## config.mk

```make
export PLATFORM = sky130hd
export DESIGN_NAME = exc_ctrl_flat
export DESIGN_NICKNAME = d
export VERILOG_FILES = /design/src/rtl/exc_ctrl_pkg.sv /design/src/rtl/exc_ctrl_if.sv /design/src/rtl/exc_prio_enc.sv /design/src/rtl/exc_ctrl.sv /design/src/flat_wrapper.sv
export SDC_FILE = /design/constraint.sdc
export NUM_CORES = 1
export LEC_CHECK = 0
export CORE_AREA = 2 2 145 147
export CTS_BUF_LIST = sky130_fd_sc_hd__clkbuf_4 sky130_fd_sc_hd__clkbuf_8
export DETAILED_ROUTE_END_ITERATION = 8
export DIE_AREA = 0 0 147 149
export GPL_TIMING_DRIVEN = 0
export PLACE_DENSITY = 0.64
export SYNTH_ARGS = -nofsm -noshare
export SYNTH_HDL_FRONTEND = slang
export SYNTH_SLANG_ARGS = --single-unit
export TNS_END_PERCENT = 50
```

## constraint.sdc

```tcl
create_clock -name clk -period 12.3 [get_ports clk]
set_input_delay 3.075 -clock clk [delete_from_list [all_inputs] [get_ports clk]]
set_output_delay 3.075 -clock clk [all_outputs]
set_load 0.01 [all_outputs]
```

## src/rtl/exc_ctrl_pkg.sv

```systemverilog
// Shared types and constants for the MEM-stage exception arbiter (exc_ctrl).
// Exception codes and CP0 addresses below mirror the cp0 register/encoding map.
package exc_ctrl_pkg;

    typedef enum logic {
        RUN   = 1'b0,
        FLUSH = 1'b1
    } exc_state_t;

    typedef struct packed {
        logic eret;
        logic data_ades;
        logic data_adel;
        logic ovf;
        logic trap;
        logic brk;
        logic syscall;
        logic ri;
        logic inst_adel;
    } exc_flags_t;

    localparam logic [4:0] CP0_STATUS = 5'd12;
    localparam logic [4:0] CP0_CAUSE  = 5'd13;
    localparam logic [4:0] CP0_EPC    = 5'd14;

    // cp0 folds INST_ADD_ERR onto the AdEL ExcCode itself; it is kept distinct here
    // so cp0 can tell which address to latch into BadVAddr.
    localparam logic [31:0] EXC_NONE           = 32'h0000_0000;
    localparam logic [31:0] EXC_INT            = 32'h0000_0001;
    localparam logic [31:0] EXC_INST_ADD_ERR   = 32'h0000_0002;
    localparam logic [31:0] EXC_DATA_ADD_ERR_L = 32'h0000_0004;
    localparam logic [31:0] EXC_DATA_ADD_ERR_S = 32'h0000_0005;
    localparam logic [31:0] EXC_SYSCALL        = 32'h0000_0008;
    localparam logic [31:0] EXC_BREAK          = 32'h0000_0009;
    localparam logic [31:0] EXC_RI             = 32'h0000_000a;
    localparam logic [31:0] EXC_OVF            = 32'h0000_000c;
    localparam logic [31:0] EXC_TRAP           = 32'h0000_000d;
    localparam logic [31:0] EXC_ERET           = 32'h0000_000e;

    // Software-writable Cause fields: IP1..IP0 (9:8), IV (23), DC (27).
    localparam logic [31:0] CAUSE_WR_MASK = 32'h0880_0300;

    function automatic logic [31:0] merge_cause(input logic [31:0] cause, input logic [31:0] wdata);
        return (cause & ~CAUSE_WR_MASK) | (wdata & CAUSE_WR_MASK);
    endfunction

endpackage

```

## src/rtl/exc_ctrl_if.sv

```systemverilog
// MEM-stage / CP0 bundle seen by exc_ctrl; master = pipeline side, slave = exc_ctrl.
interface exc_ctrl_if;
    logic        valid_i;
    logic [31:0] pc_i;
    logic [31:0] mem_addr_i;
    logic        is_in_delayslot_i;
    logic        inst_adel_i;
    logic        ri_i;
    logic        syscall_i;
    logic        break_i;
    logic        trap_i;
    logic        ovf_i;
    logic        data_adel_i;
    logic        data_ades_i;
    logic        eret_i;
    logic [31:0] cp0_status_i;
    logic [31:0] cp0_cause_i;
    logic [31:0] cp0_epc_i;
    logic [31:0] cp0_ebase_i;
    logic        wb_cp0_we_i;
    logic [4:0]  wb_cp0_waddr_i;
    logic [31:0] wb_cp0_wdata_i;
    logic [31:0] excepttype_o;
    logic [31:0] current_inst_addr_o;
    logic        is_in_delayslot_o;
    logic [31:0] bad_addr_o;
    logic        flush_o;
    logic [31:0] new_pc_o;

    modport master (
        output valid_i, pc_i, mem_addr_i, is_in_delayslot_i,
               inst_adel_i, ri_i, syscall_i, break_i, trap_i, ovf_i,
               data_adel_i, data_ades_i, eret_i,
               cp0_status_i, cp0_cause_i, cp0_epc_i, cp0_ebase_i,
               wb_cp0_we_i, wb_cp0_waddr_i, wb_cp0_wdata_i,
        input  excepttype_o, current_inst_addr_o, is_in_delayslot_o,
               bad_addr_o, flush_o, new_pc_o
    );

    modport slave (
        input  valid_i, pc_i, mem_addr_i, is_in_delayslot_i,
               inst_adel_i, ri_i, syscall_i, break_i, trap_i, ovf_i,
               data_adel_i, data_ades_i, eret_i,
               cp0_status_i, cp0_cause_i, cp0_epc_i, cp0_ebase_i,
               wb_cp0_we_i, wb_cp0_waddr_i, wb_cp0_wdata_i,
        output excepttype_o, current_inst_addr_o, is_in_delayslot_o,
               bad_addr_o, flush_o, new_pc_o
    );
endinterface

```

## src/rtl/exc_prio_enc.sv

```systemverilog
// Combinational priority encoder: fault flags + pending interrupt -> exception code and bad address.
module exc_prio_enc
    import exc_ctrl_pkg::*;
(
    input  exc_flags_t  flags_i,
    input  logic        irq_i,
    input  logic [31:0] pc_i,
    input  logic [31:0] mem_addr_i,
    output logic [31:0] code_o,
    output logic [31:0] bad_addr_o
);

    always_comb begin
        code_o     = EXC_NONE;
        bad_addr_o = '0;
        if (irq_i) begin
            code_o = EXC_INT;
        end else if (flags_i.inst_adel) begin
            code_o     = EXC_INST_ADD_ERR;
            bad_addr_o = pc_i;
        end else if (flags_i.ri) begin
            code_o = EXC_RI;
        end else if (flags_i.syscall) begin
            code_o = EXC_SYSCALL;
        end else if (flags_i.brk) begin
            code_o = EXC_BREAK;
        end else if (flags_i.trap) begin
            code_o = EXC_TRAP;
        end else if (flags_i.ovf) begin
            code_o = EXC_OVF;
        end else if (flags_i.data_adel) begin
            code_o     = EXC_DATA_ADD_ERR_L;
            bad_addr_o = mem_addr_i;
        end else if (flags_i.data_ades) begin
            code_o     = EXC_DATA_ADD_ERR_S;
            bad_addr_o = mem_addr_i;
        end else if (flags_i.eret) begin
            code_o = EXC_ERET;
        end
    end

endmodule

```

## src/rtl/exc_ctrl.sv

```systemverilog
// MEM-stage exception arbiter: forwards WB CP0 writes, picks one exception, issues flush + redirect PC.
// Optional build macro EXC_VECTOR_IV_EN: interrupts with Cause.IV=1 vector to ebase + VEC_INT_OFS.
module exc_ctrl
    import exc_ctrl_pkg::*;
#(
    parameter logic [31:0] VEC_GEN_OFS = 32'h0000_0180,
    parameter logic [31:0] VEC_INT_OFS = 32'h0000_0200
)
(
    input  logic         clk,
    input  logic         rst,
    exc_ctrl_if.slave    bus
);

    exc_state_t  state_q, state_d;
    logic        flush_q, flush_d;
    logic [31:0] new_pc_q, new_pc_d;

    logic [31:0] status_fwd, cause_fwd, epc_fwd;
    logic        irq;
    exc_flags_t  flags;
    logic [31:0] enc_code, enc_bad_addr;
    logic        take;
    logic        iv_sel;
    logic [31:0] target;
    logic        unused_bits;

    // The WB instruction is older than MEM, so its CP0 write must be visible now.
    always_comb begin
        status_fwd = bus.cp0_status_i;
        cause_fwd  = bus.cp0_cause_i;
        epc_fwd    = bus.cp0_epc_i;
        if (bus.wb_cp0_we_i) begin
            case (bus.wb_cp0_waddr_i)
                CP0_STATUS: status_fwd = bus.wb_cp0_wdata_i;
                CP0_CAUSE:  cause_fwd  = merge_cause(bus.cp0_cause_i, bus.wb_cp0_wdata_i);
                CP0_EPC:    epc_fwd    = bus.wb_cp0_wdata_i;
                default:    ;
            endcase
        end
    end

    assign irq = status_fwd[0] & ~status_fwd[1] & (|(cause_fwd[15:8] & status_fwd[15:8]));

    assign flags = '{
        eret:      bus.eret_i,
        data_ades: bus.data_ades_i,
        data_adel: bus.data_adel_i,
        ovf:       bus.ovf_i,
        trap:      bus.trap_i,
        brk:       bus.break_i,
        syscall:   bus.syscall_i,
        ri:        bus.ri_i,
        inst_adel: bus.inst_adel_i
    };

    exc_prio_enc u_prio_enc (
        .flags_i    (flags),
        .irq_i      (irq),
        .pc_i       (bus.pc_i),
        .mem_addr_i (bus.mem_addr_i),
        .code_o     (enc_code),
        .bad_addr_o (enc_bad_addr)
    );

    // Bubbles never trap, so a pending interrupt waits for a real instruction.
    assign take = ~rst & (state_q == RUN) & bus.valid_i & (enc_code != EXC_NONE);

    assign bus.excepttype_o        = take ? enc_code : EXC_NONE;
    assign bus.bad_addr_o          = take ? enc_bad_addr : '0;
    assign bus.current_inst_addr_o = bus.pc_i;
    assign bus.is_in_delayslot_o   = bus.is_in_delayslot_i;
    assign bus.flush_o             = flush_q;
    assign bus.new_pc_o            = new_pc_q;

`ifdef EXC_VECTOR_IV_EN
    assign iv_sel = (enc_code == EXC_INT) & cause_fwd[23];
`else
    assign iv_sel = 1'b0;
`endif

    always_comb begin
        if (enc_code == EXC_ERET) begin
            target = epc_fwd;
        end else if (iv_sel) begin
            target = bus.cp0_ebase_i + VEC_INT_OFS;
        end else begin
            target = bus.cp0_ebase_i + VEC_GEN_OFS;
        end
    end

    assign unused_bits = ^{status_fwd[31:16], status_fwd[7:2], cause_fwd[31:16], cause_fwd[7:0]};

    always_comb begin
        state_d  = take ? FLUSH : RUN;
        flush_d  = take;
        new_pc_d = take ? target : new_pc_q;
    end

    always_ff @(posedge clk) begin
        if (rst) begin
            state_q  <= RUN;
            flush_q  <= 1'b0;
            new_pc_q <= '0;
        end else begin
            state_q  <= state_d;
            flush_q  <= flush_d;
            new_pc_q <= new_pc_d;
        end
    end

endmodule
```

## src/flat_wrapper.sv

```systemverilog
// flat-port wrapper written by rule: the top's interface ports become plain ports
module exc_ctrl_flat import exc_ctrl_pkg::*;
#(
    parameter logic [31:0] VEC_GEN_OFS = 32'h0000_0180,
    parameter logic [31:0] VEC_INT_OFS = 32'h0000_0200
)
  (clk, rst, bus_valid_i, bus_pc_i, bus_mem_addr_i, bus_is_in_delayslot_i, bus_inst_adel_i, bus_ri_i, bus_syscall_i, bus_break_i, bus_trap_i, bus_ovf_i, bus_data_adel_i, bus_data_ades_i, bus_eret_i, bus_cp0_status_i, bus_cp0_cause_i, bus_cp0_epc_i, bus_cp0_ebase_i, bus_wb_cp0_we_i, bus_wb_cp0_waddr_i, bus_wb_cp0_wdata_i, bus_excepttype_o, bus_current_inst_addr_o, bus_is_in_delayslot_o, bus_bad_addr_o, bus_flush_o, bus_new_pc_o);
  exc_ctrl_if bus_i ();
  input  logic clk;
  input  logic rst;
  input wire logic [$bits(bus_i.valid_i)-1:0] bus_valid_i;
  input wire logic [$bits(bus_i.pc_i)-1:0] bus_pc_i;
  input wire logic [$bits(bus_i.mem_addr_i)-1:0] bus_mem_addr_i;
  input wire logic [$bits(bus_i.is_in_delayslot_i)-1:0] bus_is_in_delayslot_i;
  input wire logic [$bits(bus_i.inst_adel_i)-1:0] bus_inst_adel_i;
  input wire logic [$bits(bus_i.ri_i)-1:0] bus_ri_i;
  input wire logic [$bits(bus_i.syscall_i)-1:0] bus_syscall_i;
  input wire logic [$bits(bus_i.break_i)-1:0] bus_break_i;
  input wire logic [$bits(bus_i.trap_i)-1:0] bus_trap_i;
  input wire logic [$bits(bus_i.ovf_i)-1:0] bus_ovf_i;
  input wire logic [$bits(bus_i.data_adel_i)-1:0] bus_data_adel_i;
  input wire logic [$bits(bus_i.data_ades_i)-1:0] bus_data_ades_i;
  input wire logic [$bits(bus_i.eret_i)-1:0] bus_eret_i;
  input wire logic [$bits(bus_i.cp0_status_i)-1:0] bus_cp0_status_i;
  input wire logic [$bits(bus_i.cp0_cause_i)-1:0] bus_cp0_cause_i;
  input wire logic [$bits(bus_i.cp0_epc_i)-1:0] bus_cp0_epc_i;
  input wire logic [$bits(bus_i.cp0_ebase_i)-1:0] bus_cp0_ebase_i;
  input wire logic [$bits(bus_i.wb_cp0_we_i)-1:0] bus_wb_cp0_we_i;
  input wire logic [$bits(bus_i.wb_cp0_waddr_i)-1:0] bus_wb_cp0_waddr_i;
  input wire logic [$bits(bus_i.wb_cp0_wdata_i)-1:0] bus_wb_cp0_wdata_i;
  output wire logic [$bits(bus_i.excepttype_o)-1:0] bus_excepttype_o;
  output wire logic [$bits(bus_i.current_inst_addr_o)-1:0] bus_current_inst_addr_o;
  output wire logic [$bits(bus_i.is_in_delayslot_o)-1:0] bus_is_in_delayslot_o;
  output wire logic [$bits(bus_i.bad_addr_o)-1:0] bus_bad_addr_o;
  output wire logic [$bits(bus_i.flush_o)-1:0] bus_flush_o;
  output wire logic [$bits(bus_i.new_pc_o)-1:0] bus_new_pc_o;
  assign bus_i.valid_i = bus_valid_i;
  assign bus_i.pc_i = bus_pc_i;
  assign bus_i.mem_addr_i = bus_mem_addr_i;
  assign bus_i.is_in_delayslot_i = bus_is_in_delayslot_i;
  assign bus_i.inst_adel_i = bus_inst_adel_i;
  assign bus_i.ri_i = bus_ri_i;
  assign bus_i.syscall_i = bus_syscall_i;
  assign bus_i.break_i = bus_break_i;
  assign bus_i.trap_i = bus_trap_i;
  assign bus_i.ovf_i = bus_ovf_i;
  assign bus_i.data_adel_i = bus_data_adel_i;
  assign bus_i.data_ades_i = bus_data_ades_i;
  assign bus_i.eret_i = bus_eret_i;
  assign bus_i.cp0_status_i = bus_cp0_status_i;
  assign bus_i.cp0_cause_i = bus_cp0_cause_i;
  assign bus_i.cp0_epc_i = bus_cp0_epc_i;
  assign bus_i.cp0_ebase_i = bus_cp0_ebase_i;
  assign bus_i.wb_cp0_we_i = bus_wb_cp0_we_i;
  assign bus_i.wb_cp0_waddr_i = bus_wb_cp0_waddr_i;
  assign bus_i.wb_cp0_wdata_i = bus_wb_cp0_wdata_i;
  assign bus_excepttype_o = bus_i.excepttype_o;
  assign bus_current_inst_addr_o = bus_i.current_inst_addr_o;
  assign bus_is_in_delayslot_o = bus_i.is_in_delayslot_o;
  assign bus_bad_addr_o = bus_i.bad_addr_o;
  assign bus_flush_o = bus_i.flush_o;
  assign bus_new_pc_o = bus_i.new_pc_o;
  exc_ctrl #(.VEC_GEN_OFS(VEC_GEN_OFS), .VEC_INT_OFS(VEC_INT_OFS)) u_core (.clk(clk), .rst(rst), .bus(bus_i));
endmodule
```

==> summary.md <==
| Metric | Value |
|---|---|
| Yosys Warn Count | 0 |
| GP Congestion | approximately 0.74 |
| Post-synthesis sequential area ratio | 0.185 |
| TritonCTS clock tree | built |
| Fmax | approximately 100 MHz |
| FF+latch count, synth | 33 |
| Initial antenna violation count | 0 |
| Total Routing Usage GR | 0.142 |
| Die ar. | 21900 sq um |
| CP arrival | 6.95 ns |
| Root buf cell | clkbuf_8 |
| H-tree depth | 2 |
| Effective utilization at floorplan | 0.173 |
| Worst path slowest cell | o41ai_4 |
| Synth Area per Inst | approximately 7.6 sq um |
| Total Wirelength | roughly 17000 um |
| Most used cell, CP | buf_6 |
| Routed via count | about 4500 |
| Cts bufs inserted | 5 |
| DP Wirelength | approximately 14000 um |
| Row count | 53 |
| Post-Syn Area | between 3000 and 4000 sq um |
| Reg2reg path depth | 8 |
| Slew Limit Fails | 0 |
| RSZ-0062 raised after global routing | false |
| R2R Path Start | u_core.bus.flush_o$_SDFF_PP0_ |
| Grt ovf | 0 |
| Post-DP Area | 6970 sq um |
| Hold Path Depth | 2 |
| Crit-path max FO | 10 |
| EDFF count, synth | 0 |
| Grt peak-use layer | met2 |
| CP Data Required Time | about 9.2 ns |
| Core area | slightly above 20000 sq um |
| Setup Viol. Count Final | 0 |
| Startpoint Class | input port |
| GR Util met1 | 0.180 |
| Clk_skew | between 0.007 and 0.008 ns |
| Clock transition at path regs | about 0.07 ns |
| Final Util | 0.344 |
| Final ANT Viol Nets | 0 |
| Final Hold Viols | 0 |
| Diodes inserted | 0 |
| Crit share post-route | 0.815 |
| Die Y-Extent | 149 um |
| Slew @ Worst Pin | about 0.98 ns |
| Hold buffer count at CTS | 0 |
| Worst hold path type | register to register |
| Synth-to-layout area growth | 98.5% |
| Layout cells sized above 1 | 0.114 |
| Max_slew headroom | 0.343 |
| Post-CTS Setup Bufs | 0 |
| Hold worst-path end | u_core.bus.new_pc_o[20]$_SDFFE_PP0P_ |
| Netlist cell types | 39 |
| Synth Flop Type | dfxtp_1 |
| Global routing usage on met3 | 0.0376 |
| Max clock buf depth | 2 |
| Post-Syn Instances | between 400 and 500 |
| Worst path buffer plus inverter count | 6 |
| CP delay by family, top | buffers and inverters |
| Post-CTS sizing | 0 |
| Final setup TNS | 0 ns |
| Worst IR Drop VDD | 0.0344 mV |
| Port Buffers | 296 |
| Vias in the first global route | between 4000 and 5000 |
| Leakage | between 2 and 3 nW |
| Crit-path cells | clkdlybuf4s50_1 > nand4b_4 > nor3_4 > mux2i_1 > or4_4 > o41ai_4 > a21o_1 > buf_6 > inv_2 > buf_6 > nand2_4 > buf_6 > nor2_1 > clkdlybuf4s50_1 |
| Max incr delay on CP | about 0.65 ns |
| 1st-pass router iterations | 4 |
| Setup CP Type | input port to primary output |
| Grt met2 use | 0.250 |
| Skew-Pair Late Insertion Delay | approximately 0.3 ns |
| Drt wl/cell | about 15 um |
| Largest net degree at the start of global routing | 11 |
| Nets | ~1000 |
| 1st-iter DRT viols | about 110 |
| Clk sink count | 33 |
| Post-route minimum period | between 10 and 15 ns |
| CP Capture Type | primary output |
| Flop2flop setup slack | between 10 and 15 ns |
| Worst r2r dst | u_core.bus.new_pc_o[15]$_SDFFE_PP0P_ |
| Via density | between 4 and 5 |
| Die width | ~150 um |
| Async SR Flop Fraction | 0 |
| # IOs | between 300 and 400 |
| Hold path startpoint | u_core.bus.new_pc_o[20]$_SDFFE_PP0P_ |
| Status | finished clean |
| Finished Cell Area | 7080 sq um |
| First-pass GRT wire length | 24500 um |
| Max-Cap Viols | 0 |
| Number of remaining DRC errors | 0 |
| Pwr/cell area | between 50 and 60 nW/um^2 |
[through the flow]
step	power (mW)	setup WS [ns]	cells	hold slack [ns]
final	0.412	2.28	1076	0.489
after global routing	0.435	2.00	1076	0.517
after CTS	0.418	2.17	1076	0.491
after detailed placement	0.312	2.17	1069	0.473
after global placement	0.310	2.20	1069	0.473
after floorplan	0.194	3.71	498	0.510
[worst max-delay path by stage]
stage	end	from	depth (start not counted)	slack, ns
detailed placement	bus_bad_addr_o[30]	bus_wb_cp0_waddr_i[3]	14	2.17
global placement	bus_bad_addr_o[30]	bus_wb_cp0_waddr_i[3]	14	2.20
CTS	bus_bad_addr_o[30]	bus_wb_cp0_waddr_i[3]	14	2.17
floorplan	bus_bad_addr_o[22]	bus_wb_cp0_waddr_i[4]	12	3.71
global route	bus_bad_addr_o[30]	bus_wb_cp0_waddr_i[3]	14	2.00
finish	bus_bad_addr_o[11]	bus_wb_cp0_waddr_i[3]	14	2.28
[sequential cells by signal, summed over array words and instances, names as in the netlist]
register and cells:
u_core.bus.flush_o 1, u_core.bus.new_pc_o 32
[logic make-up (layout without fill, tap and decap cells)]
family,Yosys count,count (layout),share of synthesized area
AO/OA/AOI/OAI,87,87,0.191
XOR/XNOR,23,23,0.0565
adder cells (fa/ha/maj),1,1,0.00351
buffers and inverters,95,398,0.188
flip-flops,33,33,0.185
multiplexers,31,31,0.0878
other,1,28,0.00105
AND/OR/NAND/NOR,200,200,0.287
[synthesized netlist by cell type (4+ instances only)]
cell | count | share of area
a211oi_1 | 9 | 0.019
a22oi_1 | 34 | 0.072
a31o_1 | 23 | 0.057
and3_1 | 4 | 0.0070
buf_4 | 63 | 0.13
buf_6 | 10 | 0.032
clkbuf_1 | 17 | 0.018
dfxtp_1 | 33 | 0.19
mux2i_1 | 29 | 0.081
nand2_1 | 68 | 0.072
nand3_1 | 12 | 0.017
nand3b_1 | 11 | 0.023
nand4_1 | 4 | 0.0070
nor2_1 | 53 | 0.056
nor2b_1 | 10 | 0.018
nor3_1 | 4 | 0.0056
nor3b_1 | 25 | 0.053
o21ai_0 | 7 | 0.0098
o31ai_1 | 9 | 0.019
xnor2_1 | 8 | 0.020
xor2_1 | 15 | 0.037
[worst reg2reg max path: cells and delay by family, from the launching register on]
family	cells	cell delay, ns
DFF	1	0.32
buffers and inverters	3	0.41
and+or+nand+nor	3	0.35
AOI/OAI and AO/OA	2	0.39
[area by class of cell]
type	count	area [sq um]
Timing Repair Buffer	296	2960
Fill cell	2158	13500
Clock buffer	5	68.8
Multi-Input combinational cell	370	2330
Tap cell	275	344
Clock inverter	2	35.0
Sequential cell	33	661
Buffer	92	659
Inverter	3	11.3
[cell usage in the layout (no fill, tap or decap), drive strengths merged, types with 2 or more instances in the layout]
master,count
clkdlybuf4s50,296
buf,75
nand2,69
nor2,53
a22oi,34
dfxtp,33
mux2i,29
conb,28
nor3b,26
a31o,23
clkbuf,22
xor2,15
nand3,12
nand3b,11
nor2b,10
o31ai,9
a211oi,9
xnor2,8
o21ai,7
nor3,5
and3,4
nand4,4
inv,3
mux2,2
a21oi,2
and4,2
[report_power, final]
part	switching (mW)	internal, mW	total, mW
combinational	0.0692	0.120	0.189
clock	0.0448	0.0590	0.104
sequential	0.00378	0.115	0.119
total	0.118	0.294	0.412
[metal layers]
metal  vias up  wire length, um
met5         -                0
met4         0              122
met3        12             1290
met2       190             7940
met1      2012             7180
li1       2241                -
No activity file was read; power rests on OpenSTA's default activity.
